**config.mk**
```make
export PLATFORM = sky130hd
export DESIGN_NAME = trit_unpacker
export DESIGN_NICKNAME = d
export VERILOG_FILES = /design/src/rtl/trit_unpacker.sv
export SDC_FILE = /design/constraint.sdc
export NUM_CORES = 1
export LEC_CHECK = 0
export BUFFER_PORTS_ARGS = -buffer_cell sky130_fd_sc_hd__buf_2
export CAP_MARGIN = 10
export CORE_ASPECT_RATIO = 0.7
export CORE_UTILIZATION = 40
export DETAILED_ROUTE_END_ITERATION = 16
export PLACE_DENSITY_LB_ADDON = 0.05
export SYNTH_ARGS = -nofsm -noshare
export SYNTH_HDL_FRONTEND = slang
export SYNTH_SLANG_ARGS = --single-unit
```
**constraint.sdc**
```tcl
create_clock -name clk -period 4.65 [get_ports clk]
set_clock_uncertainty 0.05 [all_clocks]
set_input_delay 0.2325 -clock clk [delete_from_list [all_inputs] [get_ports clk]]
set_output_delay 0.2325 -clock clk [all_outputs]
set_load 0.01 [all_outputs]
```
**src/rtl/trit_unpacker.sv**
```systemverilog
// trit_unpacker: turns a stream of packed base-3 bytes (5 trits per byte) into
// groups of LANES two-bit signed trits. One group is assembled while the
// previous one waits downstream; a full assembly register stalls the input.
module trit_unpacker #(
  parameter int LANES = 15
) (
  input  logic               clk,
  input  logic               reset,
  input  logic               clear,
  input  logic [7:0]         in_byte,
  input  logic               in_valid,
  output logic               in_ready,
  output logic [2*LANES-1:0] out_trits,
  output logic               out_valid,
  input  logic               out_ready,
  output logic               err_invalid,
  output logic [15:0]        group_count
);

  localparam int BYTES = LANES / 5;
  localparam int CW    = (BYTES > 1) ? $clog2(BYTES) : 1;
  localparam int GW    = 2 * LANES;

  // Split a byte into its five base-3 digits and encode each as 00/01/11.
  // Bytes above 242 cannot be five trits, so their lanes are forced to zero.
  function automatic logic [9:0] decode_byte(input logic [7:0] v);
    logic [7:0] rem;
    logic [7:0] dig;
    decode_byte = '0;
    rem = v;
    for (int i = 0; i < 5; i++) begin
      dig = rem % 8'd3;
      rem = rem / 8'd3;
      decode_byte[2*i +: 2] = (dig == 8'd0) ? 2'b00 :
                              (dig == 8'd1) ? 2'b01 : 2'b11;
    end
    if (v > 8'd242) decode_byte = '0;
  endfunction

  logic [CW-1:0] byte_cnt_reg, byte_cnt_next;
  logic [GW-1:0] asm_reg, asm_next;
  logic          asm_full_reg, asm_full_next;
  logic [GW-1:0] out_reg, out_next;
  logic          out_valid_reg, out_valid_next;
  logic          err_reg;
  logic [15:0]   count_reg;

  logic [GW-1:0] asm_fill;
  logic [9:0]    dec;
  logic          illegal;
  logic          accept;
  logic          drain;
  logic          out_free;
  logic          last_byte;
  logic          load_direct;
  logic          load_from_asm;

  assign dec       = decode_byte(in_byte);
  assign illegal   = in_byte > 8'd242;
  assign in_ready  = ~asm_full_reg;
  assign accept    = in_valid & ~asm_full_reg;
  assign drain     = out_valid_reg & out_ready;
  assign out_free  = ~out_valid_reg | out_ready;
  assign last_byte = byte_cnt_reg == CW'(BYTES - 1);

  // A completed group bypasses the assembly register whenever the output
  // slot is empty or being drained on the same edge.
  assign load_direct   = accept & last_byte & out_free;
  assign load_from_asm = asm_full_reg & drain;

  // Assembly image with the current byte dropped into its 10-bit slot.
  genvar gi;
  generate
    for (gi = 0; gi < BYTES; gi++) begin : g_fill
      assign asm_fill[10*gi +: 10] = (byte_cnt_reg == CW'(gi)) ? dec
                                                               : asm_reg[10*gi +: 10];
    end
  endgenerate

  // Next-state selection for the byte counter and both group registers.
  always_comb begin
    byte_cnt_next  = byte_cnt_reg;
    asm_next       = asm_reg;
    asm_full_next  = asm_full_reg;
    out_next       = out_reg;
    out_valid_next = out_valid_reg;
    if (accept) begin
      byte_cnt_next = last_byte ? '0 : byte_cnt_reg + CW'(1);
      asm_next      = asm_fill;
      if (last_byte && !out_free) asm_full_next = 1'b1;
    end
    if (load_direct) begin
      out_next       = asm_fill;
      out_valid_next = 1'b1;
    end else if (load_from_asm) begin
      out_next       = asm_reg;
      out_valid_next = 1'b1;
      asm_full_next  = 1'b0;
    end else if (drain) begin
      out_valid_next = 1'b0;
    end
  end

  // Group datapath registers; clear empties everything and wins over traffic.
  always_ff @(posedge clk or posedge reset) begin
    if (reset) begin
      byte_cnt_reg  <= '0;
      asm_reg       <= '0;
      asm_full_reg  <= 1'b0;
      out_reg       <= '0;
      out_valid_reg <= 1'b0;
    end else if (clear) begin
      byte_cnt_reg  <= '0;
      asm_reg       <= '0;
      asm_full_reg  <= 1'b0;
      out_reg       <= '0;
      out_valid_reg <= 1'b0;
    end else begin
      byte_cnt_reg  <= byte_cnt_next;
      asm_reg       <= asm_next;
      asm_full_reg  <= asm_full_next;
      out_reg       <= out_next;
      out_valid_reg <= out_valid_next;
    end
  end

  // Sticky illegal-byte flag; only reset lowers it.
  always_ff @(posedge clk or posedge reset) begin
    if (reset)                           err_reg <= 1'b0;
    else if (accept && illegal && !clear) err_reg <= 1'b1;
  end

  // Delivered-group counter, free-running 16-bit wrap; clear suppresses a drain.
  always_ff @(posedge clk or posedge reset) begin
    if (reset)               count_reg <= '0;
    else if (!clear && drain) count_reg <= count_reg + 16'd1;
  end

  assign out_trits   = out_reg;
  assign out_valid   = out_valid_reg;
  assign err_invalid = err_reg;
  assign group_count = count_reg;

endmodule

```
==> results of run 1 <==
-- how the worst min path moves through the flow --
| stage | startpoint | to | slack, ns |
|---|---|---|---|
| 2_1_floorplan | out_ready | asm_full_reg | 0.29 |
| 3_3_place_gp | reset | group_count[1] | 0.32 |
| 3_5_place_dp | reset | group_count[0] | 0.33 |
| 4_1_cts | out_ready | asm_full_reg | 0.08 |
| 5_1_grt | out_ready | asm_full_reg | 0.09 |
| 6_report | out_ready | asm_full_reg | 0.09 |
-- cells by family (layout without fill, tap and decap cells) --
family | count (synthesis) | count (layout) | share of synthesized area (%)
simple gates | 331 | 331 | 25.38
compound gates | 254 | 254 | 27.60
buf+inv | 83 | 366 | 6.350
flops | 81 | 81 | 29.48
xor+xnor | 39 | 39 | 5.076
fa+ha+maj | 24 | 24 | 4.330
mux | 12 | 12 | 1.783
-- layer usage --
metal / track usage, % / up-vias
met4: 3.754 / 0
li1: - / 3577
met5: 0 / -
met1: 36.09 / 3522
met3: 3.838 / 20
met2: 38.13 / 171
-- cells in the final DEF, fill, tap and decap left out, drive strengths merged, types with 10 or more instances in the layout --
master / instances
nand3: 26
nor3: 28
o21ai: 42
ha: 23
mux2i: 10
nand2: 124
buf: 312
inv: 38
xor2: 14
dfrtp: 81
a211oi: 12
or3: 15
o31ai: 10
nor2: 60
and3: 10
a21oi: 82
xnor2: 25
-- cell usage after synthesis, types with 4 or more instances --
master | count | area share, %
a21oi_1 | 80 | 5.8
o31ai_1 | 4 | 0.44
nor3_1 | 24 | 1.7
a21o_1 | 5 | 0.55
nand3_1 | 23 | 1.7
nor2_1 | 59 | 3.2
inv_1 | 35 | 1.9
o21ai_1 | 8 | 0.58
a31o_2 | 5 | 0.64
o31ai_4 | 5 | 1.5
or3_1 | 12 | 1.1
a31oi_1 | 9 | 0.82
o211ai_1 | 5 | 0.55
mux2i_1 | 10 | 1.5
nand3b_1 | 4 | 0.44
xnor2_1 | 25 | 3.2
buf_6 | 11 | 1.8
nor2b_1 | 4 | 0.36
and3_1 | 8 | 0.73
dfrtp_1 | 81 | 29
o21a_1 | 7 | 0.76
a211oi_1 | 11 | 1.2
o21ai_0 | 33 | 2.4
clkbuf_1 | 23 | 1.3
xor2_1 | 13 | 1.7
nand2_1 | 121 | 6.6
a22o_1 | 8 | 1.0
o22ai_1 | 5 | 0.45
nand4_1 | 6 | 0.55
ha_1 | 23 | 4.2
a32o_1 | 4 | 0.58
and2_1 | 5 | 0.45
a221oi_1 | 4 | 0.51
nand2b_1 | 8 | 0.73
-- repair_timing --
action | 4_1_cts | 5_1_grt
endpoints found under the hold margin | 43 | 0
hold buffers | 1 | 0
pin swaps | 40 | 11
resized for setup | 62 | 19
endpoints found under the setup margin | 32 | 32
buffers inserted | 50 | 6
-- power groups by stage --
stage          clock network, mW  logic (mW)  registers, mW
2_1_floorplan                  0        1.69          0.793
3_3_place_gp                   0        2.63          0.801
3_5_place_dp                   0        2.67          0.803
4_1_cts                    0.766        3.32          0.790
5_1_grt                    0.805        3.81          0.796
6_report                   0.757        3.53          0.790
-- stage by stage --
stage | util, % | setup slack (ns)
final | 60.32 | -3.879
after global routing | 60.32 | -4.252
after CTS | 59.28 | -3.845
after detailed placement | 53.27 | -4.629
after global placement | 53.27 | -4.262
after floorplan | - | -4.854
-- area by class of cell --
class,count,area (µm²),area share [%]
multi-input combinational,660,4862,48.73
tap,225,281.5,2.821
sequential,81,2027,20.31
timing repair buffer,313,2341,23.46
clock buffer,9,225.2,2.257
clock inverter,6,92.59,0.9279
inverter,38,148.9,1.492
==> impl_metrics.ini, run 1 <==
[route]
top_layer = met4
vias = 7290
routed_wl_um = 21480
antenna_left = 0
via_per_inst = 5.473
drt_iter0_markers = 480
wl_met1_um = 10760
drc = 0
first_pass_iters = 5
routed-wl-met3_um = 1030
routedWlPerCell_um = 16.12
wl_met2_um = 9550

[critical_path]
cp.required_ns = 4.82
crit_start = in_byte[6]
max_stage_delay_ns = 0.56
end_kind = flip-flop
critPathCapture = asm_reg[28]
critPathMaxFanout = 5
path_depth = 43
crit_path_frequent_cell = ha_2
slowest_stage = or4_4
rrSetupSlack_ns = 2.12
crit_arrival_ns = 8.69
start_kind = primary input
cp_num_buf_inv = 1
path_class = primary input to flip-flop
reg2reg_depth = 6
critPathTopFamily = simple AND/OR/NAND/NOR gates
worstReg2RegEnd = out_trits[24]
reg2reg_from = byte_cnt_reg[0]

[timing]
post-route-period-util_pct = 183.4
period_needed_ns = 8.529
hold_viol = 0
fin_ws_ns = -3.879
holdWs_ns = 0.08972
setup_viol = 32
timing.fmax_mhz = 117.3
worst_pin_slew_ns = 1.086
drv_slew = 0
setup-tns-final_ns = -103.55
rsz0062_at_grt = yes
slew_headroom_pct = 27.03

[power]
seqPwrFrac_pct = 15.6
p_comb_share_pct = 69.5
internal_power_mw = 3.042
leakagePower_nw = 4.570
p_sw_share_pct = 40.04
ir_worst_vdd_mv = 0.3095
pwr-share-clk_pct = 14.9
p_total_mw = 5.073
switchingPower_mw = 2.031
power_density_mw_per_mm2 = 508.4

[floorplanning]
fp.dieW_um = 158.7
die_area_mm2 = 0.01773
core_mm2 = 0.01654
rows = 39
ioPinCount = 62
die_h_um = 111.7
initial_core_util_pct = 41.57

[global_routing]
grt_pass1_wl_um = 35690
grt_pass1_vias = 7091
antenna_found_initial = 0
grt_max_degree = 56
grt-ovfl-total = 0
grt_usage_pct = 24.46

[finish]
drive_above_1_share_pct = 42.01
instances_no_fill = 1332
syn2layout_area_growth_pct = 45.11
final_area_mm2 = 0.009978
nFillCells = 1415
fin_nets = 1139
antenna_cells = 0

[synth]
postSynthAreaPerCell_um2 = 8.345
synth_cell_type_count = 122
synthFlopType = dfrtp_1
synth-edff-count = 0
async_reset_ff_share_pct = 100.0
synthesis.area_mm2 = 0.006877
yosysWarnings = 0
ys_ff_latch = 81
netlist_instances = 824
syn-num-nets = 860
ys_seq_area_share_pct = 29.48

[clock_tree]
clock_latency_ns = 0.33
root_buffer = clkbuf_16
cts_made_buffers = 9
cts.sinks = 81
clk_pin_slew_ns = 0.06
clockBufferDepth = 2
htree_levels = 3
cts_tree = done

[run]
max-cap-violations = 0

[placement]
post_dp_cell_area_mm2 = 0.008812
dp_cells = 1260
gp_congestion = 0.8810
detailed_place_hpwl_um = 15990
portBuffers = 61

[outcome]
status = finished with violations
violations = setup timing

[min_path]
worstHoldPathType = primary input to flip-flop
hold_depth = 2
Power figures use the tool's default switching activity.
==> run 2: changes to the inputs <==
--- a/config.mk
+++ b/config.mk
@@ -10,6 +10,7 @@
 export CORE_ASPECT_RATIO = 0.7
 export CORE_UTILIZATION = 40
 export DETAILED_ROUTE_END_ITERATION = 16
+export GPL_TIMING_DRIVEN = 0
 export PLACE_DENSITY_LB_ADDON = 0.05
 export SYNTH_ARGS = -nofsm -noshare
 export SYNTH_HDL_FRONTEND = slang
==> constraint.sdc (replaced) <==
create_clock -name clk -period 4.65 [get_ports clk]
set_clock_uncertainty 0.05 [all_clocks]
set_input_delay 0.6975 -clock clk [delete_from_list [all_inputs] [get_ports clk]]
set_output_delay 0.6975 -clock clk [all_outputs]
set_load 0.01 [all_outputs]
==> run 2 against run 1 <==
  * The run still ends with setup timing left
  * Die area unchanged
  * Via count is 4.6% lower
  * Final area is 6.9% lower
  * Sequential power is 0.8% lower
  * Setup slack got worse by 1.1 ns
  * Critical path depth is 7 higher
  * Non-clock buffer count shrank 116
  * Sequential share of layout area rose by 1.5 points
  * Largest power group unchanged
  * Maximum frequency shrank 11%
  * Critical endpoint is now asm_reg[29]
==> impl_metrics.ini, run 2 (synthesized netlist as in run 1, its figures left out) <==
[outcome]
status = finished with violations
violations = setup timing

[finish]
mostFrequentLayoutCells = 117 x nand2_1, 86 x buf_4, 81 x dfrtp_1
antenna_cells = 0
final_common_cell = nand2_1
nFillCells = 1530
final_core_util_pct = 56.17
final_area_mm2 = 0.009291
seq_area_mm2 = 0.002027
multi_input_area_mm2 = 0.005106
drive_above_1_share_pct = 35.58
fin_nets = 1023
instances_no_fill = 1217
syn2layout_area_growth_pct = 35.12

[floorplanning]
ioPinCount = 62
fp.dieW_um = 158.7
die_area_mm2 = 0.01773
initial_core_util_pct = 41.57
core_mm2 = 0.01654
rows = 39
die_h_um = 111.7

[route]
first_pass_iters = 5
routed_wl_um = 21140
via_per_inst = 5.713
drc = 0
vias = 6953
routedWlPerCell_um = 17.37
drt_iter0_markers = 428
antenna_left = 0

[power]
leakagePower_nw = 3.999
pwr-share-clk_pct = 15.1
internal_power_mw = 2.760
p_sw_share_pct = 43.44
switchingPower_mw = 2.120
ir_worst_vdd_mv = 0.3422
power_density_mw_per_mm2 = 525.2
p_comb_share_pct = 68.8
p_total_mw = 4.880
seqPwrFrac_pct = 16.1

[global_routing]
grt_usage_pct = 24.06
antenna_found_initial = 0
grt-ovfl-total = 0
grt_max_degree = 54
grt_pass1_vias = 6825
grt_pass1_wl_um = 34960

[placement]
gp_congestion = 0.8652
detailed_place_hpwl_um = 14670
portBuffers = 61
dpl_worst_slack_ns = -7.084
dp_cells = 1111
post_dp_cell_area_mm2 = 0.007636

[critical_path]
max_stage_delay_ns = 0.57
end_kind = flip-flop
crit_arrival_ns = 9.76
start_kind = primary input
reg2reg_from = byte_cnt_reg[0]
slowest_stage = or4_4
critPathMaxFanout = 6
path_class = primary input to flip-flop
crit_start = in_byte[5]
reg2reg_depth = 9
cp.required_ns = 4.82

[clock_tree]
cts_tree = done
cts.sinks = 81
root_buffer = clkbuf_16
htree_levels = 3
clockBufferDepth = 2
cts_made_buffers = 9
clock_latency_ns = 0.33
clk_pin_slew_ns = 0.06
hold_buffers = 0

[min_path]
worstHoldPathType = primary input to async pin

[timing]
holdWs_ns = 0.2967
drv_slew = 0
slew_headroom_pct = 12.83
post-route-period-util_pct = 206.1
period_needed_ns = 9.583
rsz0062_at_grt = yes
hold_viol = 0
timing.fmax_mhz = 104.4
setup-tns-final_ns = -110.08
worst_pin_slew_ns = 1.298
fin_ws_ns = -4.933
setup_viol = 32

[run]
max-cap-violations = 0
[run 2: cell types whose count changed in the layout (fill, tap and decap cells not counted), moves of 5 or more]
cell      before  now
buf_4        228   86
clkbuf_1       0   21
a21oi_1       75   68
clkbuf_8       0    5
inv_4          2    7
[run 2: layer usage]
layer | vias to the layer above | global-route usage (%) | routed length (µm)
met2 | 197 | 36.02 | 9098
li1 | 3353 | - | -
met4 | 0 | 6.084 | 331
met3 | 33 | 3.390 | 1020
met5 | - | 0 | 0
met1 | 3370 | 36.07 | 10690
[run 2: final timing paths]
path | endpoint | slack, ns
max | asm_reg[29] | -4.93
min | group_count[6] | 0.30
max reg2reg | out_trits[18] | 1.76
min reg2reg | err_invalid | 0.42
max in group asynchronous | asm_reg[10] | 3.65
min in group clk | err_invalid | 0.42
[run 2: cell type report]
| class | count | share of cell area, % |
|---|---|---|
| multi-input cells | 660 | 54.96 |
| flip-flops and latches | 81 | 21.82 |
| plain buffers | 41 | 3.286 |
| well taps | 225 | 3.030 |
| clock buffers | 10 | 2.572 |
| clock inverters | 6 | 0.7945 |
| repair buffers | 156 | 11.82 |
| inverters | 38 | 1.724 |
[run 2: repair_timing]
action                                  4_1_cts  5_1_grt
endpoints found under the setup margin       32       34
pin swaps                                    60       38
resized for setup                            78       57
setup buffers                                77       24
gates cloned                                  0        0
[run 2: power by group through the flow]
stage	sequential [mW]	clock (mW)	combinational (mW)
final	0.784	0.736	3.36
after global routing	0.789	0.781	3.62
after CTS	0.783	0.751	2.91
after detailed placement	0.796	0	2.18
after global placement	0.796	0	2.13
after floorplan	0.793	0	1.69
[run 2: critical path: cells and delay by family]
kind / cells / cell delay, ns
AOI/OAI and AO/OA: 20 / 3.40
adders and majority gates: 7 / 1.66
muxes: 2 / 0.27
and+or+nand+nor: 14 / 2.90
buffers and inverters: 6 / 0.67
xor gates and xnor gates: 1 / 0.12
==> run 3: changes to the inputs <==
==> constraint.sdc (replaced) <==
create_clock -name clk -period 10.07 [get_ports clk]
set_clock_uncertainty 0.05 [all_clocks]
set_input_delay 1.5105 -clock clk [delete_from_list [all_inputs] [get_ports clk]]
set_output_delay 1.5105 -clock clk [all_outputs]
set_load 0.01 [all_outputs]
==> run 3 against run 2 <==
  * The run still ends with setup timing left
  * Global-route usage down 0.49 points
  * First-iteration DRC count fell by 17%
  * Combinational power is 59% lower
  * Die area stayed put
  * Sequential power decreased by 54%
  * Critical path type unchanged
  * Critical endpoint is now asm_reg[28]
  * Largest power group unchanged
==> impl_metrics.ini, run 3 (synthesized netlist as in run 1, its figures left out) <==
[finish]
final_core_util_pct = 55.18
antenna_cells = 0
mostFrequentLayoutCells = 119 x nand2_1, 93 x buf_4, 81 x dfrtp_1
syn2layout_area_growth_pct = 32.73
final_area_mm2 = 0.009128
drive_above_1_share_pct = 33.30
fin_nets = 1022
final_common_cell = nand2_1

[floorplanning]
ioPinCount = 62
die_area_mm2 = 0.01773
die_h_um = 111.7
core_mm2 = 0.01654
initial_core_util_pct = 41.57
fp.dieW_um = 158.7
rows = 39

[route]
routed_wl_um = 20770
via_per_inst = 5.700
first_pass_iters = 5
drt_iter0_markers = 355
vias = 6931
routedWlPerCell_um = 17.08
antenna_left = 0
drc = 0

[timing]
rsz0062_at_grt = yes
timing.fmax_mhz = 93.93
period_needed_ns = 10.65
setup_viol = 8
holdWs_ns = 0.4182
worst_pin_slew_ns = 1.193
drv_slew = 0
slew_headroom_pct = 19.85
post-route-period-util_pct = 105.7
fin_ws_ns = -0.5757
hold_viol = 0

[clock_tree]
cts.sinks = 81
htree_levels = 3
cts_made_buffers = 9
clk_pin_slew_ns = 0.06
clock_latency_ns = 0.33
cts_tree = done
clockBufferDepth = 2
hold_buffers = 0
root_buffer = clkbuf_16

[min_path]
holdPathEnd = err_invalid
worstHoldPathType = flip-flop to flip-flop
hold_depth = 1
hold_start = err_invalid

[power]
leakagePower_nw = 3.972
power_density_mw_per_mm2 = 228.4
p_total_mw = 2.084
ir_worst_vdd_mv = 0.2117

[placement]
gp_congestion = 0.8657
dpl_worst_slack_ns = -2.521
post_dp_cell_area_mm2 = 0.007629
detailed_place_hpwl_um = 14410
portBuffers = 61

[critical_path]
rrSetupSlack_ns = 7.29
end_kind = flip-flop
cp.required_ns = 10.24
max_stage_delay_ns = 0.55
crit_arrival_ns = 10.81
path_class = primary input to flip-flop
crit_path_frequent_cell = buf_4
worstReg2RegEnd = out_trits[15]
reg2reg_depth = 9
slowest_stage = or4_4
critPathMaxFanout = 5
reg2reg_from = byte_cnt_reg[0]
start_kind = primary input

[global_routing]
antenna_found_initial = 0
grt_pass1_wl_um = 34440
grt_pass1_vias = 6600
grt_usage_pct = 23.57
grt-ovfl-total = 0
grt_max_degree = 56

[outcome]
status = finished with violations
violations = setup timing

[run]
max-cap-violations = 0
[run 3: cell count changes in the layout (fill, tap and decap cells not counted), sizes merged]
cell	delta
buf	-1
inv	+1
clkinv	-1
[run 3: worst max path at each step]
stage / from / endpoint / slack [ns] / cells after the start
6_report: in_byte[5] / asm_reg[28] / -0.58 / 61
3_3_place_gp: in_byte[5] / asm_reg[29] / -2.38 / 55
2_1_floorplan: in_byte[5] / asm_reg[28] / -0.71 / 49
3_5_place_dp: in_byte[5] / asm_reg[29] / -2.52 / 55
5_1_grt: in_byte[5] / asm_reg[28] / -0.94 / 51
4_1_cts: in_byte[5] / asm_reg[29] / -0.60 / 52
[run 3: area by class of cell]
class,count,area [µm²]
Timing Repair Buffer,154,1052
Fill cell,1510,7415
Multi-Input combinational cell,660,4967
Clock buffer,10,239.0
Tap cell,225,281.5
Buffer,42,326.6
Sequential cell,81,2027
Inverter,38,162.7
Clock inverter,6,71.32
[run 3: per-layer routing]
layer	up-vias	part of all wire (%)	track usage [%]
met2	165	43	35.03
met3	14	4.1	3.279
met5	-	0	0
li1	3342	-	-
met1	3410	52	36.04
met4	0	0.68	4.595
[run 3: power by group]
group,switching [mW],total [mW],internal (mW)
registers,0.0142,0.362,0.348
clock network,0.136,0.337,0.201
logic,0.776,1.38,0.609
total,0.926,2.08,1.16
[run 3: worst max-delay path, delay by kind of cell]
family,cells,cell delay (ns)
AOI/OAI and AO/OA,15,2.97
adders and majority gates,4,0.92
buffers and inverters,31,3.61
xor gates and xnor gates,1,0.18
and+or+nand+nor,8,1.28
muxes,2,0.32
[run 3: repair_timing]
action	in CTS	in global routing
cloned	0	0
pin swaps	39	43
setup endpoints to repair	20	16
resized for setup	52	53
setup buffers	75	19
[run 3: stage by stage]
| stage | TNS (ns) | cells |
|---|---|---|
| 3_5_place_dp | -35.37 | 1111 |
| 3_3_place_gp | -33.64 | 1110 |
| 5_1_grt | -7.528 | 1216 |
| 4_1_cts | -4.502 | 1199 |
| 6_report | -4.103 | 1216 |
| 2_1_floorplan | -6.563 | 824 |
